[config.mk]
export PLATFORM = sky130hd
export DESIGN_NAME = uart_bus_bridge_flat
export DESIGN_NICKNAME = d
export VERILOG_FILES = /design/src/rtl/uart_bridge_pkg.sv /design/src/rtl/uart_bus_bridge_if.sv /design/src/rtl/uart_bridge_resp_tx.sv /design/src/rtl/uart_bus_bridge.sv /design/src/flat_wrapper.sv
export SDC_FILE = /design/constraint.sdc
export NUM_CORES = 1
export LEC_CHECK = 0
export CAP_MARGIN = 20
export CORE_ASPECT_RATIO = 0.9
export CORE_MARGIN = 2
export CORE_UTILIZATION = 52
export CTS_CLUSTER_SIZE = 16
export DETAILED_ROUTE_END_ITERATION = 8
export PLACE_DENSITY = 0.8
export SLEW_MARGIN = 20
export SYNTH_ARGS = -nofsm -noshare
export SYNTH_HDL_FRONTEND = slang
export SYNTH_SLANG_ARGS = --single-unit
[constraint.sdc]
create_clock -name clk -period 2.9 [get_ports clk]
set_input_delay 0.58 -clock clk [delete_from_list [all_inputs] [get_ports clk]]
set_output_delay 0.58 -clock clk [all_outputs]
set_load 0.05 [all_outputs]
[src/rtl/uart_bridge_pkg.sv]
// Shared constants and types for the UART-to-bus bridge.
//   CMD_*     : command bytes accepted from the host
//   RSP_*     : response bytes returned to the host
//   RESP_MAX  : longest response (ACK + 4 read-data bytes)
//   bridge_state_t : top-level frame/bus FSM states
package uart_bridge_pkg;
  localparam logic [7:0] CMD_WRITE = 8'h57;
  localparam logic [7:0] CMD_READ  = 8'h52;
  localparam logic [7:0] RSP_ACK   = 8'h06;
  localparam logic [7:0] RSP_NAK   = 8'h15;
  localparam int         RESP_MAX  = 5;

  typedef enum logic [2:0] {IDLE, ADDR, DATA, BUS, RESP} bridge_state_t;
endpackage

[src/rtl/uart_bus_bridge_if.sv]
// Single-word peripheral bus between the bridge (master) and a responder (slave).
//   bus_addr/bus_wdata/bus_wen/bus_ren : request, driven by master
//   bus_rdata/bus_stall/bus_error      : response, driven by slave; rdata and
//                                        error are valid when bus_stall is low
interface uart_bus_bridge_if;
  logic [31:0] bus_addr;
  logic [31:0] bus_wdata;
  logic        bus_wen;
  logic        bus_ren;
  logic [31:0] bus_rdata;
  logic        bus_stall;
  logic        bus_error;

  modport master (output bus_addr, bus_wdata, bus_wen, bus_ren,
                  input  bus_rdata, bus_stall, bus_error);
  modport slave  (input  bus_addr, bus_wdata, bus_wen, bus_ren,
                  output bus_rdata, bus_stall, bus_error);
endinterface

[src/rtl/uart_bridge_resp_tx.sv]
// Response byte queue (up to RESP_MAX bytes) feeding the UART transmitter.
//   load_i/len_i/bytes_i : load a new response, bytes_i[0] sent first
//   tx_data/tx_valid     : byte to transmit, held stable until tx_ready
//   tx_ready             : transmitter accepts when high with tx_valid
//   busy_o               : bytes still queued or in flight
// After each accepted byte tx_valid drops for one cycle before the next byte.
module uart_bridge_resp_tx
  import uart_bridge_pkg::*;
(
  input  logic                        clk,
  input  logic                        nReset,
  input  logic                        load_i,
  input  logic [2:0]                  len_i,
  input  logic [RESP_MAX-1:0][7:0]    bytes_i,
  input  logic                        tx_ready,
  output logic [7:0]                  tx_data,
  output logic                        tx_valid,
  output logic                        busy_o
);
  logic [RESP_MAX-1:0][7:0] q_q;
  logic [2:0]               rem_q;
  logic [7:0]               data_q;
  logic                     vld_q;

  always_ff @(posedge clk or negedge nReset) begin
    if (!nReset) begin
      q_q    <= '0;
      rem_q  <= '0;
      data_q <= '0;
      vld_q  <= 1'b0;
    end else if (load_i) begin
      q_q    <= bytes_i;
      rem_q  <= len_i;
      vld_q  <= 1'b0;
    end else if (vld_q) begin
      if (tx_ready) vld_q <= 1'b0;
    end else if (rem_q != 3'd0) begin
      data_q <= q_q[0];
      q_q    <= {8'h00, q_q[RESP_MAX-1:1]};
      rem_q  <= rem_q - 3'd1;
      vld_q  <= 1'b1;
    end
  end

  assign tx_data  = data_q;
  assign tx_valid = vld_q;
  assign busy_o   = vld_q || (rem_q != 3'd0);
endmodule

[src/rtl/uart_bus_bridge.sv]
// UART-driven bus initiator. Parses CMD + 4 addr bytes (+ 4 data bytes for
// write), issues one bus transaction, then answers ACK/NAK (+ read data).
//   clk, nReset        : clock, async active-low reset
//   rx_data/rx_valid   : received byte strobe, no backpressure
//   tx_data/tx_valid/tx_ready : response byte handshake
//   bus                : bus master port
//   dropped            : pulse when a byte arrives while busy (BUS/RESP)
module uart_bus_bridge
  import uart_bridge_pkg::*;
#(
  parameter int TimeoutCycles = 100000
) (
  input  logic               clk,
  input  logic               nReset,
  input  logic [7:0]         rx_data,
  input  logic               rx_valid,
  output logic [7:0]         tx_data,
  output logic               tx_valid,
  input  logic               tx_ready,
  uart_bus_bridge_if.master  bus,
  output logic               dropped
);
  localparam int            CW     = $clog2(TimeoutCycles);
  localparam logic [CW-1:0] TO_MAX = CW'(TimeoutCycles - 1);

  bridge_state_t state_q;
  logic [1:0]    idx_q;
  logic [CW-1:0] to_cnt_q;
  logic          is_write_q;
  logic [31:0]   addr_q, wdata_q;
  logic          wen_q, ren_q, dropped_q;

  logic                     resp_load;
  logic [2:0]               resp_len;
  logic [RESP_MAX-1:0][7:0] resp_bytes;
  logic                     resp_busy;

  // Response is built in the cycle that decides it, so read data goes
  // straight into the queue without a separate capture register.
  always_comb begin
    resp_load  = 1'b0;
    resp_len   = 3'd1;
    resp_bytes = {32'h0, RSP_NAK};
    case (state_q)
      IDLE: if (rx_valid && rx_data != CMD_WRITE && rx_data != CMD_READ) resp_load = 1'b1;
      BUS: if (!bus.bus_stall) begin
        resp_load = 1'b1;
        if (!bus.bus_error) begin
          if (is_write_q) resp_bytes = {32'h0, RSP_ACK};
          else begin
            resp_bytes = {bus.bus_rdata, RSP_ACK};
            resp_len   = 3'd5;
          end
        end
      end
      default: ;
    endcase
  end

  always_ff @(posedge clk or negedge nReset) begin
    if (!nReset) begin
      state_q    <= IDLE;
      idx_q      <= '0;
      to_cnt_q   <= '0;
      is_write_q <= 1'b0;
      addr_q     <= '0;
      wdata_q    <= '0;
      wen_q      <= 1'b0;
      ren_q      <= 1'b0;
      dropped_q  <= 1'b0;
    end else begin
      dropped_q <= rx_valid && (state_q == BUS || state_q == RESP);
      case (state_q)
        IDLE: begin
          to_cnt_q <= '0;
          idx_q    <= '0;
          if (rx_valid) begin
            if (rx_data == CMD_WRITE || rx_data == CMD_READ) begin
              is_write_q <= (rx_data == CMD_WRITE);
              state_q    <= ADDR;
            end else begin
              state_q <= RESP;
            end
          end
        end
        ADDR, DATA: begin
          // A byte on the expiry cycle still counts: rx_valid is tested first.
          if (rx_valid) begin
            to_cnt_q <= '0;
            idx_q    <= idx_q + 2'd1;
            if (state_q == ADDR) addr_q  <= {rx_data, addr_q[31:8]};
            else                 wdata_q <= {rx_data, wdata_q[31:8]};
            if (idx_q == 2'd3) begin
              if (state_q == DATA || !is_write_q) begin
                state_q <= BUS;
                wen_q   <= is_write_q;
                ren_q   <= !is_write_q;
              end else begin
                state_q <= DATA;
              end
            end
          end else if (to_cnt_q == TO_MAX) begin
            state_q  <= IDLE;
            to_cnt_q <= '0;
            idx_q    <= '0;
          end else begin
            to_cnt_q <= to_cnt_q + 1'b1;
          end
        end
        BUS: if (!bus.bus_stall) begin
          wen_q   <= 1'b0;
          ren_q   <= 1'b0;
          state_q <= RESP;
        end
        RESP: if (!resp_busy) state_q <= IDLE;
        default: state_q <= IDLE;
      endcase
    end
  end

  uart_bridge_resp_tx u_resp (
    .clk      (clk),
    .nReset   (nReset),
    .load_i   (resp_load),
    .len_i    (resp_len),
    .bytes_i  (resp_bytes),
    .tx_ready (tx_ready),
    .tx_data  (tx_data),
    .tx_valid (tx_valid),
    .busy_o   (resp_busy)
  );

  assign bus.bus_addr  = addr_q;
  assign bus.bus_wdata = wdata_q;
  assign bus.bus_wen   = wen_q;
  assign bus.bus_ren   = ren_q;
  assign dropped       = dropped_q;
endmodule
[src/flat_wrapper.sv]
// flat-port wrapper written by rule: the top's interface ports become plain ports
module uart_bus_bridge_flat import uart_bridge_pkg::*;
#(
  parameter int TimeoutCycles = 100000
)
  (clk, nReset, rx_data, rx_valid, tx_data, tx_valid, tx_ready, dropped, bus_bus_addr, bus_bus_wdata, bus_bus_wen, bus_bus_ren, bus_bus_rdata, bus_bus_stall, bus_bus_error);
  uart_bus_bridge_if bus_i ();
  input  logic clk;
  input  logic nReset;
  input  logic [7:0] rx_data;
  input  logic rx_valid;
  output logic [7:0] tx_data;
  output logic tx_valid;
  input  logic tx_ready;
  output logic dropped;
  output wire logic [$bits(bus_i.bus_addr)-1:0] bus_bus_addr;
  output wire logic [$bits(bus_i.bus_wdata)-1:0] bus_bus_wdata;
  output wire logic [$bits(bus_i.bus_wen)-1:0] bus_bus_wen;
  output wire logic [$bits(bus_i.bus_ren)-1:0] bus_bus_ren;
  input wire logic [$bits(bus_i.bus_rdata)-1:0] bus_bus_rdata;
  input wire logic [$bits(bus_i.bus_stall)-1:0] bus_bus_stall;
  input wire logic [$bits(bus_i.bus_error)-1:0] bus_bus_error;
  assign bus_bus_addr = bus_i.bus_addr;
  assign bus_bus_wdata = bus_i.bus_wdata;
  assign bus_bus_wen = bus_i.bus_wen;
  assign bus_bus_ren = bus_i.bus_ren;
  assign bus_i.bus_rdata = bus_bus_rdata;
  assign bus_i.bus_stall = bus_bus_stall;
  assign bus_i.bus_error = bus_bus_error;
  uart_bus_bridge #(.TimeoutCycles(TimeoutCycles)) u_core (.clk(clk), .nReset(nReset), .rx_data(rx_data), .rx_valid(rx_valid), .tx_data(tx_data), .tx_valid(tx_valid), .tx_ready(tx_ready), .bus(bus_i), .dropped(dropped));
endmodule
; ---- Yosys cells after proc, flatten, opt, wreduce, memory -nomap -nowiden
; Cells that the tools add are included.
[word_totals]
reg_bits = 142
input_bits = 46
output_inout_bits = 76
word_cells = 109
[classes]
add_sub_neg = 3
n_eq_ne = 19
mux = 45
bitwise_logic = 3
n_reduce_logical = 22
[ops]
columns = op, count
row1 = 40-bit two-way mux, 7
row2 = 3-bit two-way mux, 14
row3 = 17-bit two-way mux, 2
row4 = 17-bit one-hot mux with 2 select lines, 1
row5 = "17-bit by 1-bit adder with 17-bit output, second input constant", 1
row6 = "17-bit equality test, second input constant", 1
row7 = "8-bit by 7-bit equality test with 1-bit output, second input constant", 2
row8 = "8-bit by 7-bit inequality test with 1-bit output, second input constant", 2
row9 = 1-bit two-way mux, 14
row10 = 3-bit one-hot mux with 4 select lines, 1
row11 = 3-bit AND reduction, 4
row12 = 5-bit AND reduction, 2
row13 = "2-bit inequality test, second input constant", 4
row14 = "3-bit by 2-bit equality test with 1-bit output, second input constant", 2
row15 = "2-bit by 1-bit inequality test with 1-bit output, second input constant", 3
row16 = "3-bit by 2-bit inequality test with 1-bit output, second input constant", 2
row17 = 1-bit one-hot mux with 2 select lines, 3
row18 = 2-bit nonzero test, 3
row19 = 1-bit logical OR, 4
row20 = 2-bit two-way mux, 2
row21 = 2-bit one-hot mux with 2 select lines, 1
row22 = 2-bit AND reduction, 2
row23 = "3-bit by 1-bit equality test with 1-bit output, second input constant", 1
row24 = "3-bit equality test, second input constant", 1
row25 = other kinds (9), 13

; ---- Logic depth before layout (Yosys ltp)
; Gate-level depths: netlist (run 1).
[depth]
word_depth = 7
ltp_mapped = 8
mapped_depth_nobuf = 6

; ---- By module
; A second synthesis (run 1) with hierarchy kept.
[hier_totals]
hier_cells = 506
area_unflattened_um2 = 6399.9
[by_module_without_submodules]
columns = mod, n_inst, cells_per_inst, area_per_inst_um2, seq_area_each_um2
row1 = uart_bus_bridge, 1, 337, 4083.9, 2252.2
row2 = uart_bridge_resp_tx, 1, 169, 2316.0, 1301.2

; ---- Least setup slack after synthesis (run 1)
; No wires, ideal clock.
[synth_path]
path_kind = input-to-reg
start = in rx_data[3]
end = reg u_core.u_resp.data_q[0] (netlist: u_core.u_resp.tx_data[0])
arrival_ps = 1939
required_time_ps = 2775
path_slack_ps = 837
path_stages = 5
path_buffers = 0
path_cell_list = nor4bb_1 > and4b_1 > o41ai_4 > nor2_2 > mux2_2
[synth_via]
elab_chain_cells = 7
[synth_rtl]
columns = item, line_no
row1 = from (decl), flat_wrapper.sv:10  ; input logic [7:0] rx_data;
row2 = 8-bit by 7-bit inequality test with 1-bit output, uart_bus_bridge.sv:45  ; IDLE: if (rx_valid && rx_data != CMD_WRITE && rx_data != CMD_READ) resp_load = 1'b1;
row3 = 1-bit logical AND, uart_bus_bridge.sv:45
row4 = 1-bit logical AND *, uart_bus_bridge.sv:45
row5 = 1-bit two-way mux *, uart_bus_bridge.sv:45
row6 = 1-bit one-hot mux with 2 select lines *, uart_bus_bridge.sv:44  ; case (state_q)
row7 = 1-bit NOT (no source line) *, n/a
row8 = 3-bit AND reduction (no source line) *, n/a
row9 = to (signal assigned), uart_bridge_resp_tx.sv:38  ; data_q <= q_q[0];
row10 = to (decl), uart_bridge_resp_tx.sv:22  ; logic [7:0] data_q;
; Mark *: on every way between the ends. The rest lies on a longest branch, timed or not.
; A chain may end at the register's enable or synchronous reset.

; ---- Final worst setup path (run 1)
[layout_path]
start = in rx_data[4]
end = reg u_core.u_resp.data_q[7] (netlist: u_core.u_resp.tx_data[7])
; Same word-level chain as after synthesis.

==> results.tsv, run 1 <==
metric	value	unit
unrepaired setup endpoints after global routing	no	
setup_tns	0	ns
Area growth syn-to-layout	32.9	%
Max Cap Violations	0	
initial drt markers	363	
measured slew at the worst slew-check pin	0.977	ns
I/O pin cnt	122	
Post-synth ARST share	100	%
PostCTS Resize Cnt	0	
CTS tree	done	
detail-routed via count per cell	5.61	
Critical Path End Type	flop	
# diodes	0	
layout cells sized above 1	20.1	%
initial antenna violation count	0	
LEAKAGE	3.56	nW
Pint	4.49	mW
Routed WL per cell	17.4	um
crit path DAT	2.75	ns
hpwl dp	9.33	mm
dpl cell area	7520	um^2
Final Setup Violations	0	
Clk Latency, worst-skew pair	0.42	ns
critical path class	input pin to flop	
ANT nets after route	0	
area of the multi-input gates	2390	um^2
clock buffer count from CTS	17	
clk buf depth	2	
grt ovf	0	
most frequent cell after synthesis	dfrtp_1	
final core area utilization	70.9	%
GP Congestion	0.807	
Comb power frac	28.3	%
Routed Wire Length	13.9	mm
syn avg cell area	12.1	um^2
syn_nets	555	
Yosys reg bits	142	
P_sw	2.09	mW
iteration count of the initial detailed-routing pass	4	
Die Wd	118	um
Clock Power Share	32.4	%
GRT Total Usage	23.1	%
Clock Sinks	142	
chip height	107	um
Rel. slew slack	34.9	%
worst hold path type	input pin to async pin	
Power Dens Cells	811	nW/um^2
vias in the first global route	4531	
Final Cycle Share	84.7	%
Hold WS	0.136	ns
outcome	completed	
Syn. warnings	0	
FP Rows	37	
Sw Ratio	31.8	%
Slew Viols, Final	0	
global-route wire length before repair	23.0	mm
Max FO, Critical Path	8	
Synth cell types	50	
via count	4473	
DRC Markers	0	
H-Tree Depth	4	
EDFF count, synth	0	
Sequential Power Share	39.3	%
Worst Path Required	3.20	ns
CTS Root Cell	clkbuf_16	
Core Area	11400	um^2
die area	12600	um^2
top cell type's share of synthesized area	58.3	%
fill count	811	
Post-Syn Instances	505	
mapped cell area	6100	um^2
final hold vios	0	
register area	3550	um^2
Setup Fix Bufs, Post-CTS	0	
largest net degree at the start of global routing	64	
PortBufs	121	
synth top area cells	dfrtp_1, mux2_2, nand2_1, a2bb2oi_1, o21ai_0	
initial core utilization	53.3	%
hold buffer count at cts	0	
Clock Skew	0.00863	ns
Synth area leader	dfrtp_1	
Max Freq	0.407	GHz
ys flop type	dfrtp_1	
Final #Nets	679	
CTS clk-pin slew, worst paths	0.06	ns
fin crit period	2.46	ns
Worst IR Drop VDD	0.000466	V
Setup crit start kind	input pin	
cell area after layout	8110	um^2
total design power	6.57	mW
sequential fraction of the synthesis area	58.3	%
Synth top cells by count	dfrtp_1, mux2_2, nand2_1	
-- worst paths after layout --
path | start | end | slack, ns | depth (start not counted)
hold reg to reg | u_core.u_resp.q_q[0] | u_core.u_resp.q_q[0] | 0.50 | 1
setup reg to reg | u_core.to_cnt_q[11] | u_core.state_q[0] | 0.61 | 5
max in group asynchronous | nReset | u_core.bus.bus_addr[9] | 1.99 | 2
min in group clk | u_core.u_resp.q_q[0] | u_core.u_resp.q_q[0] | 0.50 | 1
hold / removal | nReset | u_core.to_cnt_q[13] | 0.14 | 1
setup / recovery | rx_data[4] | u_core.u_resp.tx_data[7] | 0.44 | 6
-- stage by stage --
| stage | setup slack, ns | std cells |
|---|---|---|
| after CTS | 0.422 | 798 |
| after global routing | 0.324 | 798 |
| after detailed placement | 0.0236 | 766 |
| after global placement | 0.123 | 766 |
| final | 0.444 | 798 |
| after floorplan | 0.837 | 505 |
-- registers in the layout (all words and copies together), names as in the netlist --
register                flops
u_core.bus.bus_wdata       32
u_core.state_q              3
u_core.bus.bus_ren          1
u_core.bus.bus_addr        32
u_core.u_resp.q_q          40
u_core.u_resp.rem_q         3
u_core.u_resp.tx_valid      1
u_core.to_cnt_q            17
u_core.dropped              1
u_core.is_write_q           1
u_core.idx_q                2
u_core.bus.bus_wen          1
u_core.u_resp.tx_data       8
-- metal layers --
| metal | routed length (um) | vias to the layer above | global-route usage (%) |
|---|---|---|---|
| met4 | 165 | 0 | 6.80 |
| met2 | 6840 | 123 | 38.1 |
| met5 | 0 | - | 0 |
| met3 | 703 | 16 | 6.49 |
| li1 | - | 2082 | - |
| met1 | 6170 | 2252 | 30.1 |
-- cell type report --
class	count	area share (%)
Multi-Input combinational cell	326	29.5
Timing Repair Buffer	135	16.7
Clock buffer	21	5.80
Clock inverter	11	1.42
Sequential cell	142	43.8
Inverter	7	0.324
Tap cell	156	2.41
-- worst max-delay path: stages --
cell and delay, ns:
clkdlybuf4s50_1 0.50, nor4bb_1 0.42, and4b_1 0.36, o41ai_4 0.12, nor2_2 0.37, mux2_2 0.39
-- placed cells by master (no fill, tap or decap), types with 2 or more instances in the layout --
cell and count:
inv_1 7, nor3_1 3, nand2b_1 7, mux2_4 2
nand3_1 11, clkinv_4 2, nand2_1 60, buf_12 3
clkbuf_8 3, nand4_1 5, a21oi_1 26, nor2_2 3
clkinv_2 6, mux2i_1 5, ha_1 4, a2bb2oi_1 24
o21ai_0 29, dfrtp_1 142, nand3b_1 2, o21a_1 3
bufinv_16 2, buf_4 11, nor2_1 16, or3_1 5
o2bb2ai_1 2, xnor2_1 3, mux2_2 72, clkdlybuf4s50_1 120
clkbuf_16 17, a31oi_1 13, a22o_1 9
-- power by group through the flow --
stage	combinational, mW	sequential [mW]	clock (mW)
after floorplan	1.05	2.80	0
after global placement	1.76	2.59	0
after detailed placement	1.85	2.61	0
after CTS	1.87	2.58	2.16
after global routing	2.02	2.63	2.24
final	1.86	2.58	2.13
-- cell families (layout without fill, tap and decap cells) --
group           after synthesis  count (layout)  share of synthesized area, %
xor+xnor                      3               3                         0.431
mux                          79              79                          14.6
fa+ha+maj                     4               4                         0.821
buf+inv                      37             174                          2.73
flops                       142             142                          58.3
simple gates                125             125                          10.1
compound gates              115             115                          13.0
Note: power is estimated with default switching activity, not from simulation.
==> inputs of run 2 (changes only) <==
--- a/config.mk
+++ b/config.mk
@@ -8,10 +8,10 @@
 export CAP_MARGIN = 20
 export CORE_ASPECT_RATIO = 0.9
 export CORE_MARGIN = 2
-export CORE_UTILIZATION = 52
+export CORE_UTILIZATION = 47
 export CTS_CLUSTER_SIZE = 16
 export DETAILED_ROUTE_END_ITERATION = 8
-export PLACE_DENSITY = 0.8
+export PLACE_DENSITY = 0.77
 export SLEW_MARGIN = 20
 export SYNTH_ARGS = -nofsm -noshare
 export SYNTH_HDL_FRONTEND = slang
==> constraint.sdc (replaced) <==
create_clock -name clk -period 2.1 [get_ports clk]
set_input_delay 0.42 -clock clk [delete_from_list [all_inputs] [get_ports clk]]
set_output_delay 0.42 -clock clk [all_outputs]
set_load 0.05 [all_outputs]
==> results.tsv, run 2 (same netlist as run 1, synthesis figures left out) <==
metric	value	unit	change
Area growth syn-to-layout	39.4	%	was 32.9%
CTS tree	done		unchanged
clock buffer count from CTS	17		unchanged
Final #Nets	713		was 679
Routed Wire Length	14.6	mm	was 13.9 mm
Slew Viols, Final	0		unchanged
Largest register FFs	40		unchanged
H-Tree Depth	4		unchanged
final hold vios	0		unchanged
initial drt markers	377		was 363
Sequential Power Share	37.3	%	was 39.3%
measured slew at the worst slew-check pin	0.584	ns	was 0.977 ns
Power Dens Cells	1120	nW/um^2	was 811 nW/um^2
worst hold path type	flop to flop		was input pin to async pin
I/O pin cnt	122		unchanged
Final Setup Violations	0		unchanged
Core Area	12700	um^2	was 11400 um^2
iteration count of the initial detailed-routing pass	8		was 4
Setup Fix Bufs, Post-CTS	0		unchanged
outcome	completed		unchanged
critical path class	flop to output pin		was input pin to flop
Max FO, Critical Path	3		was 8
Clock Sinks	142		unchanged
most flop-heavy register	u_core.u_resp.q_q		unchanged
Setup crit start kind	flop		was input pin
Worst path top cell family by delay	buffers and inverters		was simple AND/OR/NAND/NOR gates
worst r2r path cells	5		unchanged
cell area after layout	8500	um^2	was 8110 um^2
Worst Path Buf+Inv	1		unchanged
worst hold path cell count	2		
Worst IR Drop VDD	0.000718	V	was 0.000466 V
dpl cell area	7810	um^2	was 7520 um^2
global-route wire length before repair	24.0	mm	was 23.0 mm
CTS clk-pin slew, worst paths	0.06	ns	about the same
Routed WL per cell	17.4	um	about the same
chip height	112	um	was 107 um
ANT nets after route	0		unchanged
fin cells	837		was 798
via count	4610		was 4473
unrepaired setup endpoints after global routing	yes		was no
FP Rows	39		was 37
DP Worst Slack	-0.445	ns	was 0.0236 ns
Rel. slew slack	61.0	%	was 34.9%
Clock Power Share	33.9	%	was 32.4%
initial antenna violation count	0		unchanged
Pint	6.61	mW	was 4.49 mW
initial core utilization	48.1	%	was 53.3%
CP cell instances	clkdlybuf4s50_1		was clkdlybuf4s50_1 -> nor4bb_1 -> and4b_1 -> o41ai_4 -> nor2_2 -> mux2_2
layout cells sized above 1	24.7	%	was 20.1%
DP Cell Count	807		was 766
P_sw	2.94	mW	was 2.09 mW
Sw Ratio	30.8	%	was 31.8%
detail-routed via count per cell	5.51		was 5.61
Max Freq	0.483	GHz	
CTS Root Cell	clkbuf_16		unchanged
largest net degree at the start of global routing	52		was 64
LEAKAGE	3.87	nW	was 3.56 nW
GP Congestion	0.854		was 0.807
hpwl dp	9.95	mm	was 9.33 mm
Die Wd	124	um	was 118 um
fin crit period	2.07	ns	
Clock Skew	0.00725	ns	was 0.00863 ns
PortBufs	121		unchanged
Comb power frac	28.8	%	was 28.3%
Max Cap Violations	0		unchanged
slowest stage delay, CP	0.85	ns	was 0.50 ns
Final WS setup	0.0313	ns	was 0.444 ns
vias in the first global route	4666		was 4531
die area	13900	um^2	was 12600 um^2
critical path depth	1		was 6
Clk Latency, worst-skew pair	0.42	ns	about the same
GRT Total Usage	22.2	%	was 23.1%
Critical-path top delay cell	clkdlybuf4s50_1		unchanged
clk buf depth	2		unchanged
Final Cycle Share	98.5	%	
grt ovf	0		unchanged
Worst Path Required	1.68	ns	was 3.20 ns
DRC Markers	0		unchanged
most frequent cells in the layout	dfrtp_1, clkdlybuf4s50_1, mux2_2, nand2_1, buf_4		was dfrtp_1, clkdlybuf4s50_1, mux2_2, nand2_1, o21ai_0
crit path DAT	1.65	ns	was 2.75 ns
# diodes	0		unchanged
commonest non-fill, non-tap cell in the layout	dfrtp_1		unchanged
Critical Path End Type	output pin		was flop
run 2: cell types whose count changed in the layout (fill, tap and decap cells not counted), sizes merged, moves of 3 or more:
cell / delta
clkbuf: -3
dlymetal6s2s: +5
clkinv: -4
buf: +34
bufinv: +3
clkdlybuf4s50: -8
run 2: what timing repair did:
item	CTS	global route
pin swaps	0	3
resized for setup	5	12
endpoints found under the hold margin	47	0
setup endpoints to repair	37	43
hold buffers	1	0
run 2: final timing paths:
kind / end / startpoint / slack (ns)
min in group asynchronous: u_core.to_cnt_q[8] / nReset / 0.52
max in group asynchronous: u_core.u_resp.q_q[34] / nReset / 0.98
max reg2reg: u_core.state_q[1] / u_core.to_cnt_q[6] / 0.08
min: u_core.u_resp.q_q[2] / u_core.u_resp.q_q[2] / 0.50
max: bus_bus_addr[15] / u_core.bus.bus_addr[15] / 0.03
min reg2reg: u_core.u_resp.q_q[2] / u_core.u_resp.q_q[2] / 0.50
run 2: worst min-delay path: stages (launching register included):
cell and delay, ns:
dfrtp_1 0.33, nand2_1 0.06, nand3_1 0.08
run 2: final cells by class:
cell class	instances	area (um^2)
Fill cell	911	4190
Clock buffer	18	439
Inverter	7	26.3
Multi-Input combinational cell	326	2420
Sequential cell	142	3550
Tap cell	164	205
Timing Repair Buffer	169	1670
Clock inverter	11	190
run 2: per-stage QoR:
| step | setup TNS, ns | power [mW] | util [%] | hold slack [ns] |
|---|---|---|---|---|
| floorplan | 0 | 5.31 | - | 0.124 |
| detailed placement | -31.07 | 6.29 | 61.6 | 0.404 |
| global route | -0.0234 | 9.98 | 67.0 | 0.517 |
| finish | 0 | 9.55 | 67.0 | 0.501 |
| CTS | 0 | 9.57 | 66.7 | 0.505 |
| global placement | -29.88 | 6.17 | 61.6 | 0.394 |
run 2: per-layer routing:
layer / track usage [%] / share of wire [%] / wire (um)
met1: 30.2 / 43 / 6270
met2: 35.2 / 50 / 7280
met3: 5.39 / 5.1 / 744
met4: 7.27 / 1.7 / 254
met5: 0 / 0 / 0
run 2: power by group through the flow:
stage / clock [mW] / combinational, mW / sequential, mW
after floorplan: 0 / 1.45 / 3.86
after global placement: 0 / 2.60 / 3.57
after detailed placement: 0 / 2.71 / 3.58
after CTS: 3.27 / 2.74 / 3.56
after global routing: 3.40 / 2.97 / 3.62
final: 3.24 / 2.75 / 3.56
==> inputs of run 3 (changes only) <==
--- a/config.mk
+++ b/config.mk
@@ -12,6 +12,7 @@
 export CTS_CLUSTER_SIZE = 16
 export DETAILED_ROUTE_END_ITERATION = 8
 export PLACE_DENSITY = 0.77
+export REMOVE_ABC_BUFFERS = 1
 export SLEW_MARGIN = 20
 export SYNTH_ARGS = -nofsm -noshare
 export SYNTH_HDL_FRONTEND = slang
==> results.tsv, run 3 (same netlist as run 1, synthesis figures left out) <==
metric	value	unit	change
setup_tns	0	ns	unchanged
LEAKAGE	3.93	nW	was 3.87 nW
unrepaired setup endpoints after global routing	no		was yes
clk buf depth	2		unchanged
detail-routed via count per cell	5.46		was 5.51
Power Dens Cells	1110	nW/um^2	was 1120 nW/um^2
Largest register FFs	40		unchanged
final core area utilization	67.3	%	was 67.0%
worst hold path type	input pin to flop		was flop to flop
CTS Root Cell	clkbuf_16		unchanged
I/O pin cnt	122		unchanged
most frequent cells in the layout	dfrtp_1, clkdlybuf4s50_1, mux2_2, nand2_1, buf_4		unchanged
DP Cell Count	803		was 807
CTS tree	done		unchanged
Routed Wire Length	14.7	mm	was 14.6 mm
# diodes	0		unchanged
Hold WS	0.339	ns	was 0.501 ns
measured slew at the worst slew-check pin	0.547	ns	was 0.584 ns
DP Worst Slack	-0.485	ns	was -0.445 ns
GP Congestion	0.866		was 0.854
slowest stage delay, CP	0.82	ns	was 0.85 ns
largest net degree at the start of global routing	56		was 52
ANT nets after route	0		unchanged
CTS clk-pin slew, worst paths	0.06	ns	about the same
iteration count of the initial detailed-routing pass	5		was 8
Critical Path End Type	output pin		unchanged
Max Freq	0.484	GHz	was 0.483 GHz
Slew Viols, Final	0		unchanged
GRT Total Usage	21.6	%	was 22.2%
H-Tree Depth	4		unchanged
commonest non-fill, non-tap cell in the layout	dfrtp_1		unchanged
Area growth syn-to-layout	40.0	%	was 39.4%
die area	13900	um^2	unchanged
initial core utilization	48.1	%	unchanged
Worst IR Drop VDD	0.000822	V	was 0.000718 V
crit path DAT	1.64	ns	was 1.65 ns
most flop-heavy register	u_core.u_resp.q_q		unchanged
CP cell instances	clkdlybuf4s50_1		unchanged
Worst Path Buf+Inv	1		unchanged
Critical-path top delay cell	clkdlybuf4s50_1		unchanged
initial antenna violation count	0		unchanged
FP Rows	39		unchanged
Clock Sinks	142		unchanged
fin crit period	2.06	ns	was 2.07 ns
register area	3550	um^2	unchanged
Worst path top cell family by delay	buffers and inverters		unchanged
hpwl dp	9.89	mm	was 9.95 mm
Core Area	12700	um^2	unchanged
via count	4616		was 4610
Routed WL per cell	17.4	um	about the same
grt ovf	0		unchanged
outcome	completed		unchanged
total design power	9.43	mW	was 9.55 mW
global-route wire length before repair	23.1	mm	was 24.0 mm
Die Wd	124	um	unchanged
dpl cell area	7780	um^2	was 7810 um^2
Final Setup Violations	0		unchanged
Final WS setup	0.0359	ns	was 0.0313 ns
Worst Path Required	1.68	ns	about the same
fill count	928		was 911
critical path class	flop to output pin		unchanged
DRC Markers	0		unchanged
Clk Latency, worst-skew pair	0.42	ns	about the same
fin cells	846		was 837
Final #Nets	719		was 713
Clock Skew	0.00797	ns	was 0.00725 ns
Rel. slew slack	63.4	%	was 61.0%
Final Cycle Share	98.3	%	was 98.5%
final hold vios	0		unchanged
chip height	112	um	unchanged
vias in the first global route	4629		was 4666
clock buffer count from CTS	17		unchanged
Max FO, Critical Path	2		was 3
Setup crit start kind	flop		unchanged
layout cells sized above 1	25.8	%	was 24.7%
PortBufs	121		unchanged
cell area after layout	8540	um^2	was 8500 um^2
area of the multi-input gates	2430	um^2	was 2420 um^2
Max Cap Violations	0		unchanged
initial drt markers	296		was 377
[run 3: cell types whose count changed in the layout (fill, tap and decap cells not counted), moves of 2 or more]
cell / previous run / this run
dlygate4sd2_1: 2 / 0
clkdlybuf4s50_1: 112 / 107
dlymetal6s2s_1: 5 / 12
clkinvlp_4: 1 / 5
buf_4: 39 / 42
bufinv_16: 5 / 2
[run 3: power by group]
| group | internal [mW] | switching, mW |
|---|---|---|
| Combinational | 1.35 | 1.57 |
| Sequential | 3.24 | 0.333 |
| Clock | 1.77 | 1.17 |
[run 3: repair_timing]
| item | 4_1_cts | 5_1_grt |
|---|---|---|
| hold buffers | 1 | 0 |
| pin swaps | 0 | 4 |
| endpoints found under the setup margin | 37 | 47 |
| hold endpoints to repair | 52 | 0 |
| cloned | 0 | 3 |
| gates resized for setup | 3 | 22 |
| setup buffers | 0 | 7 |
[run 3: path summary, 6_finish.rpt]
kind	startpoint	end	slack (ns)	cells past startpoint
hold reg to reg	u_core.idx_q[0]	u_core.idx_q[0]	0.50	1
hold / removal	rx_data[1]	u_core.bus.bus_wdata[25]	0.34	2
min in group asynchronous	nReset	u_core.bus.bus_wdata[17]	0.53	2
setup reg to reg	u_core.to_cnt_q[11]	u_core.state_q[0]	0.07	5
setup / recovery	u_core.u_resp.tx_data[0]	tx_data[0]	0.04	1
max in group asynchronous	nReset	u_core.bus.bus_addr[7]	0.93	3
[run 3: worst register-to-register path, cell delays in order (launching register included)]
cell and delay [ns]:
dfrtp_1 0.39, or4b_4 0.53, nor4_4 0.29, or2_4 0.24, o2111ai_4 0.14, mux2_4 0.33
[run 3: final cells by class]
type	count	area share (%)
clock buffer	18	5.14
tap	164	2.40
timing repair buffer	175	20.4
inverter	7	0.308
clock inverter	14	1.69
sequential	142	41.6
multi-input combinational	326	28.4
[run 3: routing by layer]
layer,GRT usage [%],wire (um)
met1,28.2,6410
met2,34.0,7300
met3,7.01,770
met4,7.49,260
met5,0,0
